**src/rtl/pipeline_fetch.sv**
```systemverilog
// Instruction-fetch stage: architectural PC, imem request and the IF/ID register.
// Optional PIPELINE_FETCH_PERF_EN adds redirect_cnt / stall_cnt event counters.
//
// state | meaning
// BOOT  | first cycle after reset, no fetch request, redirects ignored
// RUN   | fetching, one instruction per cycle when memory is ready
// WAIT  | previous fetch stalled by imem_ready=0, request still asserted
module pipeline_fetch #(
  parameter logic [31:0] RESET_PC = 32'h0000_0000,
  parameter logic [31:0] NOP_INST = 32'h0000_0013
) (
  input  logic        clk,
  input  logic        rst_n,
  input  logic [1:0]  pc_src_mem,
  input  logic [31:0] branch_target_mem,
  input  logic [31:0] jalr_target_mem,
  input  logic        stall_if,
  output logic        imem_req,
  output logic [31:0] imem_addr,
  input  logic        imem_ready,
  input  logic [31:0] imem_rdata,
  output logic [31:0] pc_if_id,
  output logic [31:0] inst_if_id,
  output logic        valid_if_id,
  output logic        flush_id_ex,
  output logic        flush_ex_mem
`ifdef PIPELINE_FETCH_PERF_EN
  ,
  output logic [31:0] redirect_cnt,
  output logic [31:0] stall_cnt
`endif
);

  typedef enum logic [1:0] {BOOT, RUN, WAIT} state_t;

  state_t      state;
  logic [31:0] pc;
  logic        redirect;
  logic [31:0] target;

  assign redirect     = (state != BOOT) && (pc_src_mem != 2'b00);
  assign target       = (pc_src_mem == 2'b01) ? branch_target_mem
                                              : {jalr_target_mem[31:1], 1'b0};
  assign flush_id_ex  = redirect;
  assign flush_ex_mem = redirect;
  assign imem_addr    = pc;

  always_ff @(posedge clk or negedge rst_n) begin
    if (!rst_n) begin
      state       <= BOOT;
      pc          <= RESET_PC;
      imem_req    <= 1'b0;
      pc_if_id    <= 32'h0;
      inst_if_id  <= NOP_INST;
      valid_if_id <= 1'b0;
    end else begin
      case (state)
        BOOT: begin
          state    <= RUN;
          imem_req <= 1'b1;
        end
        default: begin
          // Redirect wins over stall and wait; an outstanding WAIT fetch is dropped.
          if (redirect) begin
            pc          <= target;
            inst_if_id  <= NOP_INST;
            valid_if_id <= 1'b0;
            state       <= RUN;
          end else if (!stall_if) begin
            if (imem_ready) begin
              pc          <= pc + 32'd4;
              pc_if_id    <= pc;
              inst_if_id  <= imem_rdata;
              valid_if_id <= 1'b1;
              state       <= RUN;
            end else begin
              inst_if_id  <= NOP_INST;
              valid_if_id <= 1'b0;
              state       <= WAIT;
            end
          end
        end
      endcase
    end
  end

`ifdef PIPELINE_FETCH_PERF_EN
  always_ff @(posedge clk or negedge rst_n) begin
    if (!rst_n) begin
      redirect_cnt <= 32'h0;
      stall_cnt    <= 32'h0;
    end else begin
      if (redirect)
        redirect_cnt <= redirect_cnt + 32'd1;
      if (stall_if || ((state == WAIT) && !redirect))
        stall_cnt <= stall_cnt + 32'd1;
    end
  end
`endif

endmodule

```
**config.mk**
```make
export PLATFORM = sky130hd
export DESIGN_NAME = pipeline_fetch
export DESIGN_NICKNAME = d
export VERILOG_FILES = /design/src/rtl/pipeline_fetch.sv
export SDC_FILE = /design/constraint.sdc
export NUM_CORES = 1
export LEC_CHECK = 0
export BUFFER_PORTS_ARGS = -buffer_cell sky130_fd_sc_hd__buf_2
export CAP_MARGIN = 10
export CORE_MARGIN = 10
export CORE_UTILIZATION = 45
export CTS_BUF_LIST = sky130_fd_sc_hd__clkbuf_2
export CTS_CLUSTER_SIZE = 20
export DETAILED_ROUTE_END_ITERATION = 6
export PLACE_DENSITY = 0.79
export SYNTH_ARGS = -nofsm -noshare
export SYNTH_HDL_FRONTEND = slang
export SYNTH_SLANG_ARGS = --single-unit
export TNS_END_PERCENT = 100
```
**constraint.sdc**
```tcl
create_clock -name clk -period 1.75 [get_ports clk]
set_input_delay 0.35 -clock clk [delete_from_list [all_inputs] [get_ports clk]]
set_output_delay 0.35 -clock clk [all_outputs]
set_load 0.01 [all_outputs]
```
==> impl_summary.log, run 1 <==
INFO  metric run_status = finished with violations
INFO  metric violations = negative setup slack
INFO  metric internal_power_of_the_cells = 4.04 mW
INFO  metric route.detailed.drc = 0
INFO  metric netlist.top_cell.by_area = sky130_fd_sc_hd__dfrtp_1
INFO  metric synth_nets = 596
INFO  metric crit_path_max_fo = 2
INFO  metric routed_via_density = between 5 and 6
INFO  metric rsz0062_at_grt = true
INFO  metric wl_met3 = 2.07 mm
INFO  metric hold-worst-slack = 19.4 ps
INFO  metric core_area = 10200 µm²
INFO  metric timing.final.ws_setup = -339 ps
INFO  metric largest_net_degree_at_the_start_of_global_routing = 39
INFO  metric detail_route_antenna_nets = 0
INFO  metric report.final.setup_viol = 8
INFO  metric dr.first_iter.drc_count = slightly above 500
INFO  metric synth_top_area_share = 51.9%
INFO  metric route.detailed.wl_per_inst = 19.8 µm
INFO  metric cts_max_level = 3
INFO  metric synth_enable_flop_cells = 0
INFO  metric multi_input_comb_area = 2170 µm²
INFO  metric total_die_area = between 10000 and 15000 µm²
INFO  metric clock.fmax = around 480 MHz
INFO  metric clkTransAtPathRegs = 310 ps
INFO  metric timing_worst_setup_path_type = reg -> out
INFO  metric endpoint_kind = primary output
INFO  metric synth_seq_cells = 100
INFO  metric hp-start = jalr_target_mem[7]
INFO  metric layout.area.seq = 2510 µm²
INFO  metric tightestPinTransition = 478 ps
INFO  metric ys_seq_area_share = a little over half
INFO  metric worstHoldPathType = in -> reg
INFO  metric maxCapViolCount = 0
INFO  metric timing.final.max_slew_violations = 0
INFO  metric crit-reg2reg-launch = imem_addr[3]$_DFFE_PN0P_
INFO  metric final_hold_viol_count = 0
INFO  metric synth.area.top_cells = sky130_fd_sc_hd__dfrtp_1 52%, sky130_fd_sc_hd__nand2_1 9.1%, sky130_fd_sc_hd__a22o_1 6.2%
INFO  metric relative_max_transition_margin = 68.1%
INFO  metric final_cell_mix = 195 x sky130_fd_sc_hd__buf_2, 113 x sky130_fd_sc_hd__nand2_1, 95 x sky130_fd_sc_hd__dfrtp_1, 55 x sky130_fd_sc_hd__buf_4, 35 x sky130_fd_sc_hd__dlygate4sd3_1
INFO  metric layout.core_utilization = 70.0%
INFO  metric numPortBuffers = 200
INFO  metric grt_pass1_wl = roughly 28 mm
INFO  metric power_switching = 2.11 mW
INFO  metric sw_frac_of_total = 34.3%
INFO  metric top_layer_used = met5
INFO  metric count_of_synthesis_stage_warnings_from_yosys = 0
INFO  metric clk_buf_depth = 2
INFO  metric io_pins = 202
INFO  metric postSynth.topFlopCell = sky130_fd_sc_hd__dfrtp_1
INFO  metric place.gp.congestion = 0.884
INFO  metric met1_length = 7.43 mm
INFO  metric finalNetCount = 883
INFO  metric antenna_found_initial = 2
INFO  metric place.detailed.hpwl = 12.9 mm
INFO  metric fin_crit = 2090 ps
INFO  metric initial_utilization = 45.7%
INFO  metric cts_buffers = 9
INFO  metric sequentialPowerShare = 46.2%
INFO  metric synth_area_per_cell = 9.49 µm²
INFO  metric grt_pass1_vias = ~5300
INFO  metric global_route.overflow_total = 0
INFO  metric worst_ep_required_time = 1400 ps
INFO  metric detailroute.wirelength.met2 = 8.33 mm
INFO  metric synth_area = around 4700 µm²
INFO  metric worst_clock_skew = between 40 and 50 ps
INFO  metric netlist_instances = 493
INFO  metric peakVddDrop = ~0.53 mV
INFO  metric die_width = roughly 120 µm
INFO  metric fp.dieH = 122 µm
INFO  metric num-fill-cells = 739
INFO  metric async_flop_share = 100%
INFO  metric crit_path_start_kind = flip-flop
INFO  metric critPathArrivalTime = 1740 ps
INFO  metric cp-startpoint = state[1]$_DFFE_PN0P_
INFO  metric grt_util_all_layers = about a quarter
INFO  metric route.vias.total = 5151
INFO  metric final_common_cell = sky130_fd_sc_hd__buf_2
INFO  metric power_per_cell_area = 860 nW/µm²
INFO  metric report.power.total = between 6 and 7 mW
INFO  metric core.rowCount = 37
INFO  metric min_period_over_period = 119%
INFO  metric preCtsSetupSlack = -7.67 ps
INFO  metric synth_unique_cells = 48
INFO  metric ctsRootBufferMaster = sky130_fd_sc_hd__clkbuf_2
INFO  metric cts_tree = yes
INFO  metric comb_power_share = 32.4%
INFO  metric share_clk_of_total_power = 21.4%
INFO  metric clk-insertion-delay-late = 610 ps
INFO  metric area_delta_synth_final = 53.0%
INFO  metric cts_sinks = 100
INFO  metric detailed_route_wl = 18.3 mm
INFO  metric detailedRoute.firstPassIterationCount = 5
INFO  metric post_route_cells_drive_above_1_share = 42.5%
INFO  metric leakage = around 3.6 nW
## cells in the mapped netlist (4+ instances only)
master,instances
sky130_fd_sc_hd__dfrtp_1,97
sky130_fd_sc_hd__and4_1,6
sky130_fd_sc_hd__a22oi_1,7
sky130_fd_sc_hd__a31oi_1,6
sky130_fd_sc_hd__buf_2,7
sky130_fd_sc_hd__inv_1,7
sky130_fd_sc_hd__and3_1,7
sky130_fd_sc_hd__a2bb2oi_1,4
sky130_fd_sc_hd__o22a_1,10
sky130_fd_sc_hd__buf_1,6
sky130_fd_sc_hd__nand2_1,114
sky130_fd_sc_hd__nor2b_1,5
sky130_fd_sc_hd__a21oi_1,29
sky130_fd_sc_hd__a22o_1,33
sky130_fd_sc_hd__nor2_1,17
sky130_fd_sc_hd__and2_1,4
sky130_fd_sc_hd__o21ai_0,25
sky130_fd_sc_hd__clkbuf_1,25
sky130_fd_sc_hd__o22ai_1,20
sky130_fd_sc_hd__nor3_1,4
sky130_fd_sc_hd__nand4_1,9
sky130_fd_sc_hd__nand3_1,9
## kinds of logic (layout without fill, tap and decap cells)
group                      count (synthesis)  in the layout  share of synthesized area [%]
AOI/OAI and AO/OA                        159            159                           23.7
adders and majority gates                  1              1                          0.267
buffers and inverters                     47            339                           4.04
DFF                                      100            100                           53.6
other                                      0              1                              0
and+or+nand+nor                          186            186                           18.4
## metrics by stage
stage	TNS [ps]	area, µm²	cells
3_5_place_dp	-15.3	6250	851
6_report	-1060	7160	922
2_1_floorplan	-53.6	4690	493
4_1_cts	-773	6880	909
3_3_place_gp	0	6250	851
5_1_grt	-2390	7160	921
## repair_timing
| item | CTS | global route |
|---|---|---|
| pin swaps | 3 | 14 |
| resized for setup | 20 | 46 |
| gates cloned | 0 | 0 |
| setup buffers | 8 | 12 |
| hold buffers | 34 | 1 |
| setup endpoints to repair | 17 | 30 |
| hold endpoints to repair | 62 | 1 |
## metal layers
metal  vias to the layer above  track usage (%)
met3                        44             8.23
met1                      2431             28.5
met4                         4             9.39
met2                       301             36.8
li1                       2371                -
met5                         -                0
## power groups by stage
stage               logic [mW]  registers, mW  clock network [mW]
finish                    1.99           2.84                1.32
global route              2.17           2.88                1.44
CTS                       1.83           2.83                1.33
detailed placement        1.71           2.86                   0
global placement          1.67           2.85                   0
floorplan                0.555           3.06                   0
## flip-flops by register name, summed over array words and instances (netlist names)
register     count
valid_if_id      1
imem_req         1
inst_if_id      32
state            2
imem_addr       32
pc_if_id        32
## critical path: stages (launching register included)
cell and delay, ps:
sky130_fd_sc_hd__dfrtp_1 470, sky130_fd_sc_hd__or2_4 260, sky130_fd_sc_hd__o21ai_4 70, sky130_fd_sc_hd__clkinv_2 90, sky130_fd_sc_hd__buf_6 130, sky130_fd_sc_hd__buf_6 110
## cell type report
cell class | instances | area share (%)
Clock buffer | 9 | 0.629
Multi-Input combinational cell | 346 | 30.3
Sequential cell | 100 | 35.0
Antenna cell | 1 | 0.0349
Tap cell | 136 | 2.38
Inverter | 8 | 0.437
Clock inverter | 7 | 1.36
Timing Repair Buffer | 315 | 29.9
## worst paths after layout
path                       slack (ps)  depth (start not counted)                        end
max                              -340                          5               flush_ex_mem
min                                20                          3   imem_addr[7]$_DFFE_PN0P_
max reg2reg                      -110                          6  imem_addr[23]$_DFFE_PN0P_
min reg2reg                       510                          2   pc_if_id[25]$_DFFE_PN0P_
max in group asynchronous         920                          3  inst_if_id[0]$_DFFE_PN1P_
min in group asynchronous         200                          2    pc_if_id[6]$_DFFE_PN0P_
Note: power is estimated with default switching activity, not from simulation.
==> run 2: changes to the inputs <==
--- a/config.mk
+++ b/config.mk
@@ -8,11 +8,10 @@
 export BUFFER_PORTS_ARGS = -buffer_cell sky130_fd_sc_hd__buf_2
 export CAP_MARGIN = 10
 export CORE_MARGIN = 10
-export CORE_UTILIZATION = 45
-export CTS_BUF_LIST = sky130_fd_sc_hd__clkbuf_2
+export CORE_UTILIZATION = 43
 export CTS_CLUSTER_SIZE = 20
 export DETAILED_ROUTE_END_ITERATION = 6
-export PLACE_DENSITY = 0.79
+export PLACE_DENSITY = 0.76
 export SYNTH_ARGS = -nofsm -noshare
 export SYNTH_HDL_FRONTEND = slang
 export SYNTH_SLANG_ARGS = --single-unit
==> run 2 against run 1 <==
The run now ends clean. Critical endpoint is now imem_addr[27]$_DFFE_PN0P_. Design area fell by 7.0%. Total power fell by 0.26%. Critical path depth did not move. Clock power grew 17%.
==> impl_summary.log, run 2 (same netlist as run 1, synthesis figures left out) <==
INFO  metric tightestPinTransition = 346 ps (-131 ps)
INFO  metric post_route_cells_drive_above_1_share = 42.4% (-0.13 points)
INFO  metric route.detailed.drc = 0 (unchanged)
INFO  metric detailed_route_wl = 16.8 mm (-8.2%)
INFO  metric core_area = 10700 µm² (+5.0%)
INFO  metric crit-reg2reg-launch = imem_addr[2]$_DFFE_PN0P_
INFO  metric cts_buffers = 9 (unchanged)
INFO  metric clk_buf_depth = 2 (unchanged)
INFO  metric final_hold_viol_count = 0 (unchanged)
INFO  metric initial_utilization = 43.5% (-2.2 points)
INFO  metric route.detailed.wl_per_inst = 19.0 µm (-4.5%)
INFO  metric die_width = 124 µm (+1.9%)
INFO  metric routed_via_density = 5.58 (-0.14%)
INFO  metric crit_path_max_fo = 7 (+5)
INFO  metric endpoint_kind = flip-flop
INFO  metric timing_worst_setup_path_type = reg -> reg
INFO  metric layout.core_utilization = 62.0% (-8.0 points)
INFO  metric cts_sinks = 100 (unchanged)
INFO  metric grt_pass1_wl = 26.9 mm (-3.0%)
INFO  metric worst_clock_skew = 10.8 ps (-39.0 ps)
INFO  metric clock.fmax = 574 MHz (+20%)
INFO  metric ctsRootBufferMaster = sky130_fd_sc_hd__clkbuf_8
INFO  metric power_per_cell_area = 922 nW/µm² (+7.2%)
INFO  metric finalNetCount = 843 (-4.5%)
INFO  metric final_cell_mix = 197 x sky130_fd_sc_hd__buf_2, 114 x sky130_fd_sc_hd__nand2_1, 95 x sky130_fd_sc_hd__dfrtp_1, 69 x sky130_fd_sc_hd__buf_4, 33 x sky130_fd_sc_hd__a22o_1
INFO  metric min_period_over_period = 99.5% (-20 points)
INFO  metric detail_route_antenna_nets = 0 (unchanged)
INFO  metric hp-start = imem_rdata[4]
INFO  metric antenna_found_initial = 1 (-1)
INFO  metric layoutNonFillerInstCount = 886 (-3.9%)
INFO  metric clkTransAtPathRegs = 100 ps (-210 ps)
INFO  metric run_status = finished, final reports clean
INFO  metric leakage = 3.43 nW (-5.5%)
INFO  metric detailedRoute.firstPassIterationCount = 5 (unchanged)
INFO  metric place.gp.congestion = 0.886 (+0.22%)
INFO  metric critPathArrivalTime = 2010 ps (+270 ps)
INFO  metric io_pins = 202 (unchanged)
INFO  metric numPortBuffers = 200 (unchanged)
INFO  metric rsz0062_at_grt = true
INFO  metric total_die_area = 15500 µm² (+3.9%)
INFO  metric fin_crit = 1740 ps (-348 ps)
INFO  metric fp.dieH = 124 µm (+1.9%)
INFO  metric grt_pass1_vias = 5145 (-3.3%)
INFO  metric cts_max_level = 3 (unchanged)
INFO  metric global_route.overflow_total = 0 (unchanged)
INFO  metric report.final.setup_viol = 0 (-8)
INFO  metric worst_ep_required_time = 2020 ps (+620 ps)
INFO  metric largest_net_degree_at_the_start_of_global_routing = 55 (+41%)
INFO  metric grt_util_all_layers = 20.9% (-2.4 points)
INFO  metric timing.final.max_slew_violations = 0 (unchanged)
INFO  metric maxCapViolCount = 0 (unchanged)
INFO  metric core.rowCount = 38 (+2.7%)
INFO  metric cts_tree = yes
INFO  metric place.detailed.hpwl = 12.8 mm (-0.86%)
INFO  metric dpl.cell_count = 859 (+0.94%)
INFO  metric relative_max_transition_margin = 76.7% (+8.5 points)
INFO  metric dr.first_iter.drc_count = 413 (-19%)
INFO  metric final_common_cell = sky130_fd_sc_hd__buf_2
INFO  metric peakVddDrop = 0.446 mV (-17%)
INFO  metric area_delta_synth_final = 42.4%
INFO  metric route.vias.total = 4943 (-4.0%)
INFO  metric cp-startpoint = imem_addr[2]$_DFFE_PN0P_
INFO  metric crit_path_start_kind = flip-flop
INFO  metric worstHoldPathType = in -> reg
INFO  metric clk-insertion-delay-late = 370 ps (-240 ps)
[run 2: cell count changes in the layout (fill, tap and decap cells not counted), moves of 3 or more]
cell | previous run | this run
sky130_fd_sc_hd__a21oi_1 | 25 | 28
sky130_fd_sc_hd__a21oi_2 | 4 | 1
sky130_fd_sc_hd__buf_4 | 55 | 69
sky130_fd_sc_hd__buf_6 | 23 | 3
sky130_fd_sc_hd__clkbuf_2 | 9 | 0
sky130_fd_sc_hd__clkbuf_8 | 0 | 11
sky130_fd_sc_hd__dlygate4sd3_1 | 35 | 1
sky130_fd_sc_hd__o21ai_0 | 19 | 24
sky130_fd_sc_hd__o21ai_1 | 4 | 0
[run 2: power by group]
part	switching, mW	total, mW	leakage (nW)	internal, mW
Sequential	0.190	2.82	1.24	2.63
Combinational	0.988	1.77	2.08	0.787
Clock	0.807	1.55	0.102	0.742
Total	1.99	6.14	3.43	4.16
[run 2: layout make-up]
type	count	area (µm²)
fill	904	4080
sequential	100	2510
timing repair buffer	275	1650
tap	140	175
antenna	1	2.50
inverter	8	32.5
clock buffer	11	151
multi-input combinational	346	2090
clock inverter	5	58.8
[run 2: repair_timing]
item,in CTS,in global routing
hold buffers,1,0
endpoints found under the setup margin,5,18
resized for setup,8,19
endpoints found under the hold margin,20,0
gates cloned,0,0
setup buffers,7,4
pin swaps,2,4
[run 2: final timing paths]
kind	endpoint	slack [ps]	cells after the start
setup / recovery	imem_addr[27]$_DFFE_PN0P_	8	5
max in group asynchronous	inst_if_id[0]$_DFFE_PN1P_	680	3
hold reg to reg	pc_if_id[28]$_DFFE_PN0P_	480	2
min in group asynchronous	inst_if_id[25]$_DFFE_PN0P_	410	2
setup reg to reg	imem_addr[27]$_DFFE_PN0P_	8	5
hold / removal	inst_if_id[4]$_DFFE_PN1P_	200	2
[run 2: metal layers]
metal  track usage, %  routed length (µm)
met1             26.0                6990
met2             32.4                7730
met3             6.21                1530
met4             10.5                 550
met5                0                   0
[run 2: worst max-delay path, cell delays in order (launching register included)]
cell,delay [ps]
sky130_fd_sc_hd__dfrtp_2,380
sky130_fd_sc_hd__and4_1,240
sky130_fd_sc_hd__or4b_4,550
sky130_fd_sc_hd__nor4_4,220
sky130_fd_sc_hd__nor3_2,60
sky130_fd_sc_hd__a311oi_1,190
[run 2: stage by stage]
stage | total power, mW | hold WS (ps) | instance area [µm²] | TNS (ps) | setup WS, ps
2_1_floorplan | 3.61 | 54.4 | 4690 | -53.6 | -37.8
3_3_place_gp | 4.52 | 247 | 6280 | 0 | 40.9
3_5_place_dp | 4.57 | 251 | 6280 | -5.13 | -5.13
4_1_cts | 6.15 | 177 | 6580 | -106 | -47.1
5_1_grt | 6.50 | 180 | 6660 | -250 | -62.3
6_report | 6.14 | 196 | 6660 | 0 | 8.40
